[src/rtl/tx_rx_axil_loopback_buffers_pkg.sv]
// Shared register map, response codes and helpers for the TX/RX AXI-Lite loopback buffers.
// No logic of its own; imported by the top and the AXI-Lite slave front-end.
// Backpressure: n/a.
package tx_rx_axil_loopback_buffers_pkg;

  localparam int AXI_DATA_W = 32;
  localparam int TX_ADDR_W  = 4;
  localparam int RX_ADDR_W  = 5;

  // TX register offsets, decoded from addr[3:2]
  typedef enum logic [1:0] {
    TX_REG_DATA    = 2'd0,
    TX_REG_STATUS  = 2'd1,
    TX_REG_CONTROL = 2'd2,
    TX_REG_RSVD    = 2'd3
  } tx_reg_e;

  localparam logic [1:0] RESP_OKAY   = 2'b00;
  localparam logic [1:0] RESP_SLVERR = 2'b10;

  // STATUS layout
  localparam int STATUS_FULL_BIT  = 0;
  localparam int STATUS_EMPTY_BIT = 1;
  localparam int STATUS_CNT_LSB   = 8;
  localparam int STATUS_CNT_W     = 4;

  // Drain engine runs out of reset so the loopback works with no setup
  localparam logic DRAIN_EN_RST = 1'b1;

  // Zero every byte lane whose strobe is low
  function automatic logic [AXI_DATA_W-1:0] apply_wstrb(input logic [AXI_DATA_W-1:0] data,
                                                        input logic [AXI_DATA_W/8-1:0] strb);
    logic [AXI_DATA_W-1:0] masked;
    for (int b = 0; b < AXI_DATA_W / 8; b++) begin
      masked[b*8 +: 8] = strb[b] ? data[b*8 +: 8] : 8'h00;
    end
    return masked;
  endfunction

endpackage

[src/rtl/tx_rx_axil_loopback_buffers_axil_slave_if.sv]
// AXI4-Lite slave front-end: accepts one write and one read per cycle and registers the responses.
// Latency: aw/w/ar accepted combinationally; bvalid/rvalid rise the cycle after acceptance.
// Backpressure: a pending B (or R) response that is not taken stalls further writes (or reads).
module axil_slave_if
  import tx_rx_axil_loopback_buffers_pkg::*;
#(
  parameter int ADDR_W = 4,
  parameter int DATA_W = 32
) (
  input  logic                i_clk,
  input  logic                i_rst,
  // AXI-Lite write address / data / response
  input  logic [ADDR_W-1:0]   i_awaddr,
  input  logic                i_awvalid,
  output logic                o_awready,
  input  logic [DATA_W-1:0]   i_wdata,
  input  logic [DATA_W/8-1:0] i_wstrb,
  input  logic                i_wvalid,
  output logic                o_wready,
  output logic [1:0]          o_bresp,
  output logic                o_bvalid,
  input  logic                i_bready,
  // AXI-Lite read address / data
  input  logic [ADDR_W-1:0]   i_araddr,
  input  logic                i_arvalid,
  output logic                o_arready,
  output logic [DATA_W-1:0]   o_rdata,
  output logic [1:0]          o_rresp,
  output logic                o_rvalid,
  input  logic                i_rready,
  // Register-file side
  output logic                o_wr_en,
  output logic [ADDR_W-1:0]   o_wr_addr,
  output logic [DATA_W-1:0]   o_wr_data,
  output logic [DATA_W/8-1:0] o_wr_strb,
  input  logic [1:0]          i_wr_resp,
  output logic [ADDR_W-1:0]   o_rd_addr,
  input  logic [DATA_W-1:0]   i_rd_data,
  input  logic [1:0]          i_rd_resp
);

  logic              r_bvalid;
  logic [1:0]        r_bresp;
  logic              r_rvalid;
  logic [DATA_W-1:0] r_rdata;
  logic [1:0]        r_rresp;
  logic              w_wr_accept;
  logic              w_rd_accept;

  // A new transaction may only enter when its response slot is free or being drained this cycle
  assign w_wr_accept = i_awvalid && i_wvalid && (!r_bvalid || i_bready);
  assign w_rd_accept = i_arvalid && (!r_rvalid || i_rready);

  assign o_awready = w_wr_accept;
  assign o_wready  = w_wr_accept;
  assign o_arready = w_rd_accept;

  assign o_wr_en   = w_wr_accept;
  assign o_wr_addr = i_awaddr;
  assign o_wr_data = i_wdata;
  assign o_wr_strb = i_wstrb;
  assign o_rd_addr = i_araddr;

  assign o_bvalid = r_bvalid;
  assign o_bresp  = r_bresp;
  assign o_rvalid = r_rvalid;
  assign o_rdata  = r_rdata;
  assign o_rresp  = r_rresp;

  // Write response slot: load on accept, hold until bready
  always_ff @(posedge i_clk or posedge i_rst) begin
    if (i_rst) begin
      r_bvalid <= 1'b0;
      r_bresp  <= RESP_OKAY;
    end else if (w_wr_accept) begin
      r_bvalid <= 1'b1;
      r_bresp  <= i_wr_resp;
    end else if (i_bready) begin
      r_bvalid <= 1'b0;
    end
  end

  // Read data slot: capture register data on accept, hold until rready
  always_ff @(posedge i_clk or posedge i_rst) begin
    if (i_rst) begin
      r_rvalid <= 1'b0;
      r_rdata  <= '0;
      r_rresp  <= RESP_OKAY;
    end else if (w_rd_accept) begin
      r_rvalid <= 1'b1;
      r_rdata  <= i_rd_data;
      r_rresp  <= i_rd_resp;
    end else if (i_rready) begin
      r_rvalid <= 1'b0;
    end
  end

endmodule

[src/rtl/tx_rx_axil_loopback_buffers.sv]
// TX AXI-Lite port pushes words into a FIFO; a drain engine copies them into an 8-entry RX ring read over the RX port.
// Latency: a pushed word is popped the next cycle (drain on) and readable by an RX read accepted one cycle after the pop.
// Backpressure: pushes into a full FIFO are dropped with SLVERR; buff_full mirrors the full state; AXI B/R stalls are per port.
module tx_rx_axil_loopback_buffers
  import tx_rx_axil_loopback_buffers_pkg::*;
#(
  parameter int DATA_W     = 32,
  parameter int FIFO_DEPTH = 8,
  parameter int RX_WORDS   = 8
) (
  input  logic                 clk,
  input  logic                 reset,
  // TX port
  input  logic [3:0]           tx_axi_awaddr,
  input  logic [2:0]           tx_axi_awprot,
  input  logic                 tx_axi_awvalid,
  output logic                 tx_axi_awready,
  input  logic [DATA_W-1:0]    tx_axi_wdata,
  input  logic [DATA_W/8-1:0]  tx_axi_wstrb,
  input  logic                 tx_axi_wvalid,
  output logic                 tx_axi_wready,
  output logic [1:0]           tx_axi_bresp,
  output logic                 tx_axi_bvalid,
  input  logic                 tx_axi_bready,
  input  logic [3:0]           tx_axi_araddr,
  input  logic [2:0]           tx_axi_arprot,
  input  logic                 tx_axi_arvalid,
  output logic                 tx_axi_arready,
  output logic [DATA_W-1:0]    tx_axi_rdata,
  output logic [1:0]           tx_axi_rresp,
  output logic                 tx_axi_rvalid,
  input  logic                 tx_axi_rready,
  // RX port
  input  logic [4:0]           rx_axi_awaddr,
  input  logic [2:0]           rx_axi_awprot,
  input  logic                 rx_axi_awvalid,
  output logic                 rx_axi_awready,
  input  logic [DATA_W-1:0]    rx_axi_wdata,
  input  logic [DATA_W/8-1:0]  rx_axi_wstrb,
  input  logic                 rx_axi_wvalid,
  output logic                 rx_axi_wready,
  output logic [1:0]           rx_axi_bresp,
  output logic                 rx_axi_bvalid,
  input  logic                 rx_axi_bready,
  input  logic [4:0]           rx_axi_araddr,
  input  logic [2:0]           rx_axi_arprot,
  input  logic                 rx_axi_arvalid,
  output logic                 rx_axi_arready,
  output logic [DATA_W-1:0]    rx_axi_rdata,
  output logic [1:0]           rx_axi_rresp,
  output logic                 rx_axi_rvalid,
  input  logic                 rx_axi_rready,
  // TX FIFO back-pressure indication
  output logic                 buff_full
);

  localparam int PTR_W    = (FIFO_DEPTH > 1) ? $clog2(FIFO_DEPTH) : 1;
  localparam int CNT_W    = $clog2(FIFO_DEPTH) + 1;
  localparam int RX_PTR_W = $clog2(RX_WORDS);
  localparam int STRB_W   = DATA_W / 8;

  localparam logic [CNT_W-1:0]    CNT_ONE    = CNT_W'(1);
  localparam logic [CNT_W-1:0]    CNT_FULL   = CNT_W'(FIFO_DEPTH);
  localparam logic [PTR_W-1:0]    PTR_ONE    = PTR_W'(1);
  localparam logic [RX_PTR_W-1:0] RX_PTR_ONE = RX_PTR_W'(1);

  // TX slave register-side signals
  logic              w_tx_wr_en;
  logic [3:0]        w_tx_wr_addr;
  logic [DATA_W-1:0] w_tx_wr_data;
  logic [STRB_W-1:0] w_tx_wr_strb;
  logic [1:0]        w_tx_wr_resp;
  logic [3:0]        w_tx_rd_addr;
  logic [DATA_W-1:0] w_tx_rd_data;

  // RX slave register-side signals (RX writes have no effect)
  logic              w_rx_wr_en;
  logic [4:0]        w_rx_wr_addr;
  logic [DATA_W-1:0] w_rx_wr_data;
  logic [STRB_W-1:0] w_rx_wr_strb;
  logic [4:0]        w_rx_rd_addr;
  logic [DATA_W-1:0] w_rx_rd_data;

  // FIFO, drain engine and control state
  logic [DATA_W-1:0]   r_fifo [FIFO_DEPTH];
  logic [PTR_W-1:0]    r_fifo_wr;
  logic [PTR_W-1:0]    r_fifo_rd;
  logic [CNT_W-1:0]    r_count;
  logic [CNT_W-1:0]    w_count_nxt;
  logic [DATA_W-1:0]   r_rx_buf [RX_WORDS];
  logic [RX_PTR_W-1:0] r_rx_ptr;
  logic                r_drain_en;
  logic                r_buff_full;
  logic                w_full;
  logic                w_empty;
  logic                w_push;
  logic                w_pop;
  logic                w_tx_wr_data_sel;
  logic                w_tx_wr_ctrl_sel;
  logic                w_unused;

  axil_slave_if #(.ADDR_W(TX_ADDR_W), .DATA_W(DATA_W)) u_tx_if (
    .i_clk     (clk),
    .i_rst     (reset),
    .i_awaddr  (tx_axi_awaddr),
    .i_awvalid (tx_axi_awvalid),
    .o_awready (tx_axi_awready),
    .i_wdata   (tx_axi_wdata),
    .i_wstrb   (tx_axi_wstrb),
    .i_wvalid  (tx_axi_wvalid),
    .o_wready  (tx_axi_wready),
    .o_bresp   (tx_axi_bresp),
    .o_bvalid  (tx_axi_bvalid),
    .i_bready  (tx_axi_bready),
    .i_araddr  (tx_axi_araddr),
    .i_arvalid (tx_axi_arvalid),
    .o_arready (tx_axi_arready),
    .o_rdata   (tx_axi_rdata),
    .o_rresp   (tx_axi_rresp),
    .o_rvalid  (tx_axi_rvalid),
    .i_rready  (tx_axi_rready),
    .o_wr_en   (w_tx_wr_en),
    .o_wr_addr (w_tx_wr_addr),
    .o_wr_data (w_tx_wr_data),
    .o_wr_strb (w_tx_wr_strb),
    .i_wr_resp (w_tx_wr_resp),
    .o_rd_addr (w_tx_rd_addr),
    .i_rd_data (w_tx_rd_data),
    .i_rd_resp (RESP_OKAY)
  );

  axil_slave_if #(.ADDR_W(RX_ADDR_W), .DATA_W(DATA_W)) u_rx_if (
    .i_clk     (clk),
    .i_rst     (reset),
    .i_awaddr  (rx_axi_awaddr),
    .i_awvalid (rx_axi_awvalid),
    .o_awready (rx_axi_awready),
    .i_wdata   (rx_axi_wdata),
    .i_wstrb   (rx_axi_wstrb),
    .i_wvalid  (rx_axi_wvalid),
    .o_wready  (rx_axi_wready),
    .o_bresp   (rx_axi_bresp),
    .o_bvalid  (rx_axi_bvalid),
    .i_bready  (rx_axi_bready),
    .i_araddr  (rx_axi_araddr),
    .i_arvalid (rx_axi_arvalid),
    .o_arready (rx_axi_arready),
    .o_rdata   (rx_axi_rdata),
    .o_rresp   (rx_axi_rresp),
    .o_rvalid  (rx_axi_rvalid),
    .i_rready  (rx_axi_rready),
    .o_wr_en   (w_rx_wr_en),
    .o_wr_addr (w_rx_wr_addr),
    .o_wr_data (w_rx_wr_data),
    .o_wr_strb (w_rx_wr_strb),
    .i_wr_resp (RESP_OKAY),
    .o_rd_addr (w_rx_rd_addr),
    .i_rd_data (w_rx_rd_data),
    .i_rd_resp (RESP_OKAY)
  );

  // Protection bits, byte offsets and the RX write channel carry no meaning here
  assign w_unused = ^{tx_axi_awprot, tx_axi_arprot, rx_axi_awprot, rx_axi_arprot,
                      w_tx_wr_addr[1:0], w_tx_rd_addr[1:0], w_rx_rd_addr[1:0],
                      w_rx_wr_en, w_rx_wr_addr, w_rx_wr_data, w_rx_wr_strb};

  assign w_full  = (r_count == CNT_FULL);
  assign w_empty = (r_count == '0);

  assign w_tx_wr_data_sel = (tx_reg_e'(w_tx_wr_addr[3:2]) == TX_REG_DATA);
  assign w_tx_wr_ctrl_sel = (tx_reg_e'(w_tx_wr_addr[3:2]) == TX_REG_CONTROL);

  // Full is judged on the current count, so a same-cycle pop never rescues a push into a full FIFO
  assign w_push       = w_tx_wr_en && w_tx_wr_data_sel && !w_full;
  assign w_pop        = r_drain_en && !w_empty;
  assign w_tx_wr_resp = (w_tx_wr_data_sel && w_full) ? RESP_SLVERR : RESP_OKAY;

  assign buff_full    = r_buff_full;
  assign w_rx_rd_data = r_rx_buf[w_rx_rd_addr[4:2]];

  // Occupancy after this cycle's push/pop
  always_comb begin
    w_count_nxt = r_count;
    if (w_push && !w_pop) begin
      w_count_nxt = r_count + CNT_ONE;
    end else if (!w_push && w_pop) begin
      w_count_nxt = r_count - CNT_ONE;
    end
  end

  // FIFO storage needs no reset: the count guards every read
  always_ff @(posedge clk) begin
    if (w_push) begin
      r_fifo[r_fifo_wr] <= apply_wstrb(w_tx_wr_data, w_tx_wr_strb);
    end
  end

  // FIFO pointers, count and the registered full flag
  always_ff @(posedge clk or posedge reset) begin
    if (reset) begin
      r_fifo_wr   <= '0;
      r_fifo_rd   <= '0;
      r_count     <= '0;
      r_buff_full <= 1'b0;
    end else begin
      if (w_push) r_fifo_wr <= r_fifo_wr + PTR_ONE;
      if (w_pop)  r_fifo_rd <= r_fifo_rd + PTR_ONE;
      r_count     <= w_count_nxt;
      r_buff_full <= (w_count_nxt == CNT_FULL);
    end
  end

  // Drain engine: one word per cycle into the RX ring, oldest entry overwritten on wrap
  always_ff @(posedge clk or posedge reset) begin
    if (reset) begin
      for (int i = 0; i < RX_WORDS; i++) begin
        r_rx_buf[i] <= '0;
      end
      r_rx_ptr <= '0;
    end else if (w_pop) begin
      r_rx_buf[r_rx_ptr] <= r_fifo[r_fifo_rd];
      r_rx_ptr           <= r_rx_ptr + RX_PTR_ONE;
    end
  end

  // CONTROL register: only byte lane 0 carries DRAIN_EN
  always_ff @(posedge clk or posedge reset) begin
    if (reset) begin
      r_drain_en <= DRAIN_EN_RST;
    end else if (w_tx_wr_en && w_tx_wr_ctrl_sel && w_tx_wr_strb[0]) begin
      r_drain_en <= w_tx_wr_data[0];
    end
  end

  // TX read mux; DATA and the reserved slot read as zero
  always_comb begin
    w_tx_rd_data = '0;
    case (tx_reg_e'(w_tx_rd_addr[3:2]))
      TX_REG_STATUS: begin
        w_tx_rd_data[STATUS_FULL_BIT]                 = w_full;
        w_tx_rd_data[STATUS_EMPTY_BIT]                = w_empty;
        w_tx_rd_data[STATUS_CNT_LSB +: STATUS_CNT_W]  = STATUS_CNT_W'(r_count);
      end
      TX_REG_CONTROL: w_tx_rd_data[0] = r_drain_en;
      default: w_tx_rd_data = '0;
    endcase
  end

endmodule

[config.mk]
export PLATFORM = sky130hd
export DESIGN_NAME = tx_rx_axil_loopback_buffers
export DESIGN_NICKNAME = d
export VERILOG_FILES = /design/src/rtl/tx_rx_axil_loopback_buffers_pkg.sv /design/src/rtl/tx_rx_axil_loopback_buffers_axil_slave_if.sv /design/src/rtl/tx_rx_axil_loopback_buffers.sv
export SDC_FILE = /design/constraint.sdc
export NUM_CORES = 1
export LEC_CHECK = 0
export CAP_MARGIN = 20
export CORE_UTILIZATION = 31
export DETAILED_ROUTE_END_ITERATION = 12
export PLACE_DENSITY = 0.47
export SKIP_CTS_REPAIR_TIMING = 1
export SLEW_MARGIN = 20
export SYNTH_ARGS = -nofsm -noshare
export SYNTH_HDL_FRONTEND = slang
export SYNTH_SLANG_ARGS = --single-unit
[constraint.sdc]
create_clock -name clk -period 16.3 [get_ports clk]
set_input_delay 4.89 -clock clk [delete_from_list [all_inputs] [get_ports clk]]
set_output_delay 4.89 -clock clk [all_outputs]
set_load 0.05 [all_outputs]
### Word-level counts from Yosys, hierarchy flattened

Memories as Yosys holds them, arrays and structs flattened.
Cells that the tools add are included.

* register bits: 315
* RAM bits: 256
* memories kept: 1
* logic and storage cells: 96
* ROM bits: 0
* bits in latches: 0
* output and inout port bits: 83
* bits of input ports: 114

* add/sub/neg operators: 5
* mux-type cells: 26
* reductions and logical operators: 33
* $mul: 0
* order comparisons: 3
* divide/modulo/power cells: 0
* shifts and indexed selects: 0
* bitwise gates (word level): 2
* eq/ne operators: 5

Memory list
* r_fifo: depth 8, width 32, rd ports 1, clocked after Yosys merged registers in 0, write ports 1, RTL line tx_rx_axil_loopback_buffers.sv:85 `logic [DATA_W-1:0] r_fifo [FIFO_DEPTH];`

Operator list (count)
* bitwise mux 256 bit: 1
* binary-select mux 32 bit (select 3 bit): 1
* demux 32 bit (select 3 bit): 1
* 2-to-1 mux 32 bit: 3
* 2-to-1 mux 8 bit: 4
* logical AND 1 bit: 15
* 2-to-1 mux 4 bit: 3
* 2-to-1 mux 1 bit: 11
* adder 3 x 1 -> 3 bit (second input constant): 3
* equality test 4 bit (second input constant): 2
* >= comparator 4 bit (second input constant): 2
* logical NOT 1 bit: 8
* inverter 3 -> 4 bit: 2
* nonzero test 2 bit: 4
* adder 4 x 1 -> 4 bit (second input constant): 1
* equality test 2 bit (second input constant): 2
* logical NOT 4 bit: 1
* logical OR 1 bit: 4
* less-than comparator 4 x 1 -> 1 bit (second input constant): 1
* subtractor 4 x 1 -> 4 bit (second input constant): 1
* equality test 2 x 1 -> 1 bit (second input constant): 1
* logical NOT 2 bit: 1
* 2-to-1 mux 2 bit: 1
* case mux 1 bit (2 select lines): 1

### Longest topological paths before layout

* depth in word-level cells: 10
* mapped depth: 10
* gate-level depth less buffers: 7

### Hierarchy

From an unflattened synthesis, not the netlist that was laid out.

* cell total of the unflattened synthesis: 1712
* area, all modules: 25508.2 sq um

By module, submodules not included
* tx_rx_axil_loopback_buffers: instances 1, area an instance 21684.5 sq um, sequential area each 14470.1 sq um, cells each 1444
* axil_slave_if at u_rx_if: instances 1, area an instance 1919.3 sq um, sequential area each 950.9 sq um, cells each 135
* axil_slave_if at u_tx_if: instances 1, area an instance 1904.3 sq um, sequential area each 950.9 sq um, cells each 133

### Least setup slack after synthesis

OpenSTA, ideal clock, no wires.

* path kind: input to output
* from: input rx_axi_awvalid
* to: output rx_axi_wready
* path buffers: 1
* arrival time: 6.083 ns
* stages: 3
* path slack: 5.327 ns
* data required time: 11.410 ns
* cell sequence: nand2_1 > a21oi_1 > buf_4

* longest elaborated chain between the ends: 2

Ends and longest elaborated chain
* start, declared: RTL line tx_rx_axil_loopback_buffers.sv:36 `input logic rx_axi_awvalid,`
* logical AND 1 bit (2 in a row): RTL line tx_rx_axil_loopback_buffers_axil_slave_if.sv:51 `assign w_wr_accept = i_awvalid && i_wvalid && (!r_bvalid || i_bready);`
* end, declared: RTL line tx_rx_axil_loopback_buffers.sv:41 `output logic rx_axi_wready,`

No other way between the ends.

### Worst setup path in the final report

* from: input tx_axi_rready
* to: output tx_axi_arready

* longest elaborated chain between the ends: 2

Ends and longest elaborated chain
* start, declared: RTL line tx_rx_axil_loopback_buffers.sv:32 `input logic tx_axi_rready,`
* logical OR 1 bit: RTL line tx_rx_axil_loopback_buffers_axil_slave_if.sv:52 `assign w_rd_accept = i_arvalid && (!r_rvalid || i_rready);`
* logical AND 1 bit: RTL line tx_rx_axil_loopback_buffers_axil_slave_if.sv:52
* end, declared: RTL line tx_rx_axil_loopback_buffers.sv:28 `output logic tx_axi_arready,`

No other way between the ends.

==> results.tsv <==
metric	value	unit
status	finished clean	
CP Max Fanout	13	
vias in the first global route	13800	
dpl hpwl	29.8	mm
Crit. End Element	output pin	
H-tree depth	3	
drt pass-1 iters	5	
dominant synthesized flop cell	dfrtp_1	
crit path DAT	6610	ps
Final Cycle Share	0.705	
Synth Instances	1649	
share of cells above drive strength 1	0.164	
sequential fraction of the synthesis area	0.658	
Die Ht	278	um
post-layout net count	1861	
setup TNS	0	ps
die area	77400	sq um
CORE AREA	74900	sq um
IO Pins	197	
R2R setup slack	13020	ps
Clock Sinks	570	
initial antenna violation count	0	
Synth area leader	dfrtp_1	
number of flops mapped to enable cells by yosys	256	
highest clock rate	87.0	MHz
ys async rst share	0.551	
R2R cell count	4	
Area after DPL	25400	sq um
wire per inst	19.3	um
Tot GR Track Use	0.140	
Yosys cell types	58	
total power	5020	uW
final hold slack	477	ps
Fin. Hold Viols	0	
fin worst setup slack	4800	ps
die width	278	um
clk buf depth	3	
Seq cells post-synth	570	
area grow syn2layout	16.7	%
Leakage	0.0105	uW
minimum clock period after layout	11500	ps
worst-skew pair later-pin latency	590	ps
largest net degree at the start of global routing	143	
area share of the largest cell type after synthesis	0.331	
PwrDens	182	nW/um^2
via count	13100	
Worst Path Required	11410	ps
CTS tree	yes	
syn_area_per_cell	14.3	sq um
Post-Place Setup Slack	4770	ps
max-cap viol count	0	
top cells by area, synth	dfrtp_1, edfxtp_1, mux4_2, o21ai_0, nand2_1	
Hold WC Path Type	flop to flop	
Ys Warns	0	
Hold Crit Depth	2	
Final ANT Viol Nets	0	
Starting Density	0.315	
relative slew slack	0.272	
cts bufs inserted	66	
Cell Rows	100	
Post-Route Skew	15.8	ps
drt total wl	53.2	mm
number of vias per cell	4.76	
Worst-path clk slew	50	ps
RSZ-0062 raised after global routing	no	
measured slew at the worst slew-check pin	1090	ps
global-route wire length before repair	83.0	mm
drt initial violations	756	
Buffers on Ports	104	
startpoint class of the critical path	input pin	
Setup CP Type	input pin to output pin	
antenna cells	0	
Mapped Area	23600	sq um
root buf cell	clkbuf_16	
GPL Wtd Cong	0.710	
number of remaining DRC errors	0	
fin. max-slew vios	0	
Max IR drop VDD	0.0000668	V
fin area	27600	sq um
gr ovfl total	0	
# setup viols final	0	
-- Yosys cell counts, types with 2 or more instances --
master and count:
inv_1 11, nand4_1 3, and2_1 33, buf_1 7
mux2i_1 47, nor4b_1 2, clkbuf_2 2, ha_1 7
nor2b_1 2, buf_4 41, buf_6 16, dfrtp_1 313
edfxtp_1 256, nand2b_1 9, mux4_2 128, mux2i_2 17
clkbuf_1 26, o211ai_1 2, buf_2 46, o21ai_1 14
nor2_1 140, nand2_1 195, xnor2_1 7, nand4b_4 2
a21oi_1 132, o21ai_0 153, o41ai_1 3, nand3_1 2
nor3_1 4
-- stage by stage --
step	cells	utilization
2_1_floorplan	1681	-
3_3_place_gp	2638	0.339
3_5_place_dp	2638	0.339
4_1_cts	2758	0.367
5_1_grt	2761	0.368
6_report	2761	0.368
-- power breakdown --
| part | total, uW | leakage (uW) | switching (uW) | internal, uW |
|---|---|---|---|---|
| clock | 1430 | 0.00104 | 571 | 864 |
| combinational | 1460 | 0.00327 | 848 | 611 |
| sequential | 2130 | 0.00618 | 247 | 1880 |
-- critical path, cell delays in order --
cell             delay [ps]
clkdlybuf4s50_1         440
nand2b_1                110
nand2_1                 230
inv_1                   130
clkdlybuf4s50_1         810
-- kinds of logic after synthesis --
family                   Yosys count  share of synthesized area
flip-flops                       570                      0.658
buffers and inverters            149                     0.0378
AO/OA/AOI/OAI                    315                     0.0689
XOR/XNOR                           7                    0.00259
multiplexers                     193                      0.152
other                              1                   0.000159
adder cells (fa/ha/maj)            7                    0.00371
AND/OR/NAND/NOR                  407                     0.0769
-- cell usage in the layout (no fill, tap or decap), drive strengths merged, types with 2 or more instances in the layout --
cell	n
o21ai	167
nand3	3
mux4	128
nor4b	3
ha	7
o211ai	2
bufinv	3
conb	33
nand4b	3
edfxtp	256
buf	28
nor2b	2
inv	12
clkinv	19
nor2	140
clkdlybuf4s50	101
clkbuf	97
mux2i	64
and2	34
dfrtp	313
nand2	196
nand2b	9
a21oi	132
xnor2	7
nand4	4
nor3	5
o41ai	3
-- path summary, 6_finish.rpt --
kind | from | to
max | tx_axi_rready | tx_axi_arready
min | r_rx_buf[83] | r_rx_buf[83]
max reg2reg | r_fifo_rd[0] | r_rx_buf[153]
min reg2reg | r_rx_buf[83] | r_rx_buf[83]
max in group asynchronous | reset | r_fifo_rd[0]
min in group asynchronous | reset | u_rx_if.o_rdata[19]
-- registers in the layout, indices dropped and copies added (netlist names), 3 cells and up --
| signal | flops |
|---|---|
| r_rx_buf | 256 |
| r_rx_ptr | 3 |
| u_tx_if.o_rdata | 6 |
| r_fifo_wr | 3 |
| u_rx_if.o_rdata | 32 |
| r_fifo_rd | 3 |
| r_fifo | 256 |
| r_count | 4 |
-- layout make-up --
type	instances	area [sq um]
multi-input combinational	962	7390
clock inverter	23	189
inverter	11	53.8
sequential	570	15600
timing repair buffer	129	1250
clock buffer	97	1920
fill	7062	47400
tap	969	1210
-- metal layers --
metal | GRT usage | wire length [um] | up-vias
li1 | - | - | 6141
met5 | 0 | 0 | -
met3 | 0.0255 | 2270 | 66
met4 | 0.0415 | 869 | 0
met2 | 0.232 | 25800 | 248
met1 | 0.188 | 24200 | 6693
No activity file was read; power rests on OpenSTA's default activity.
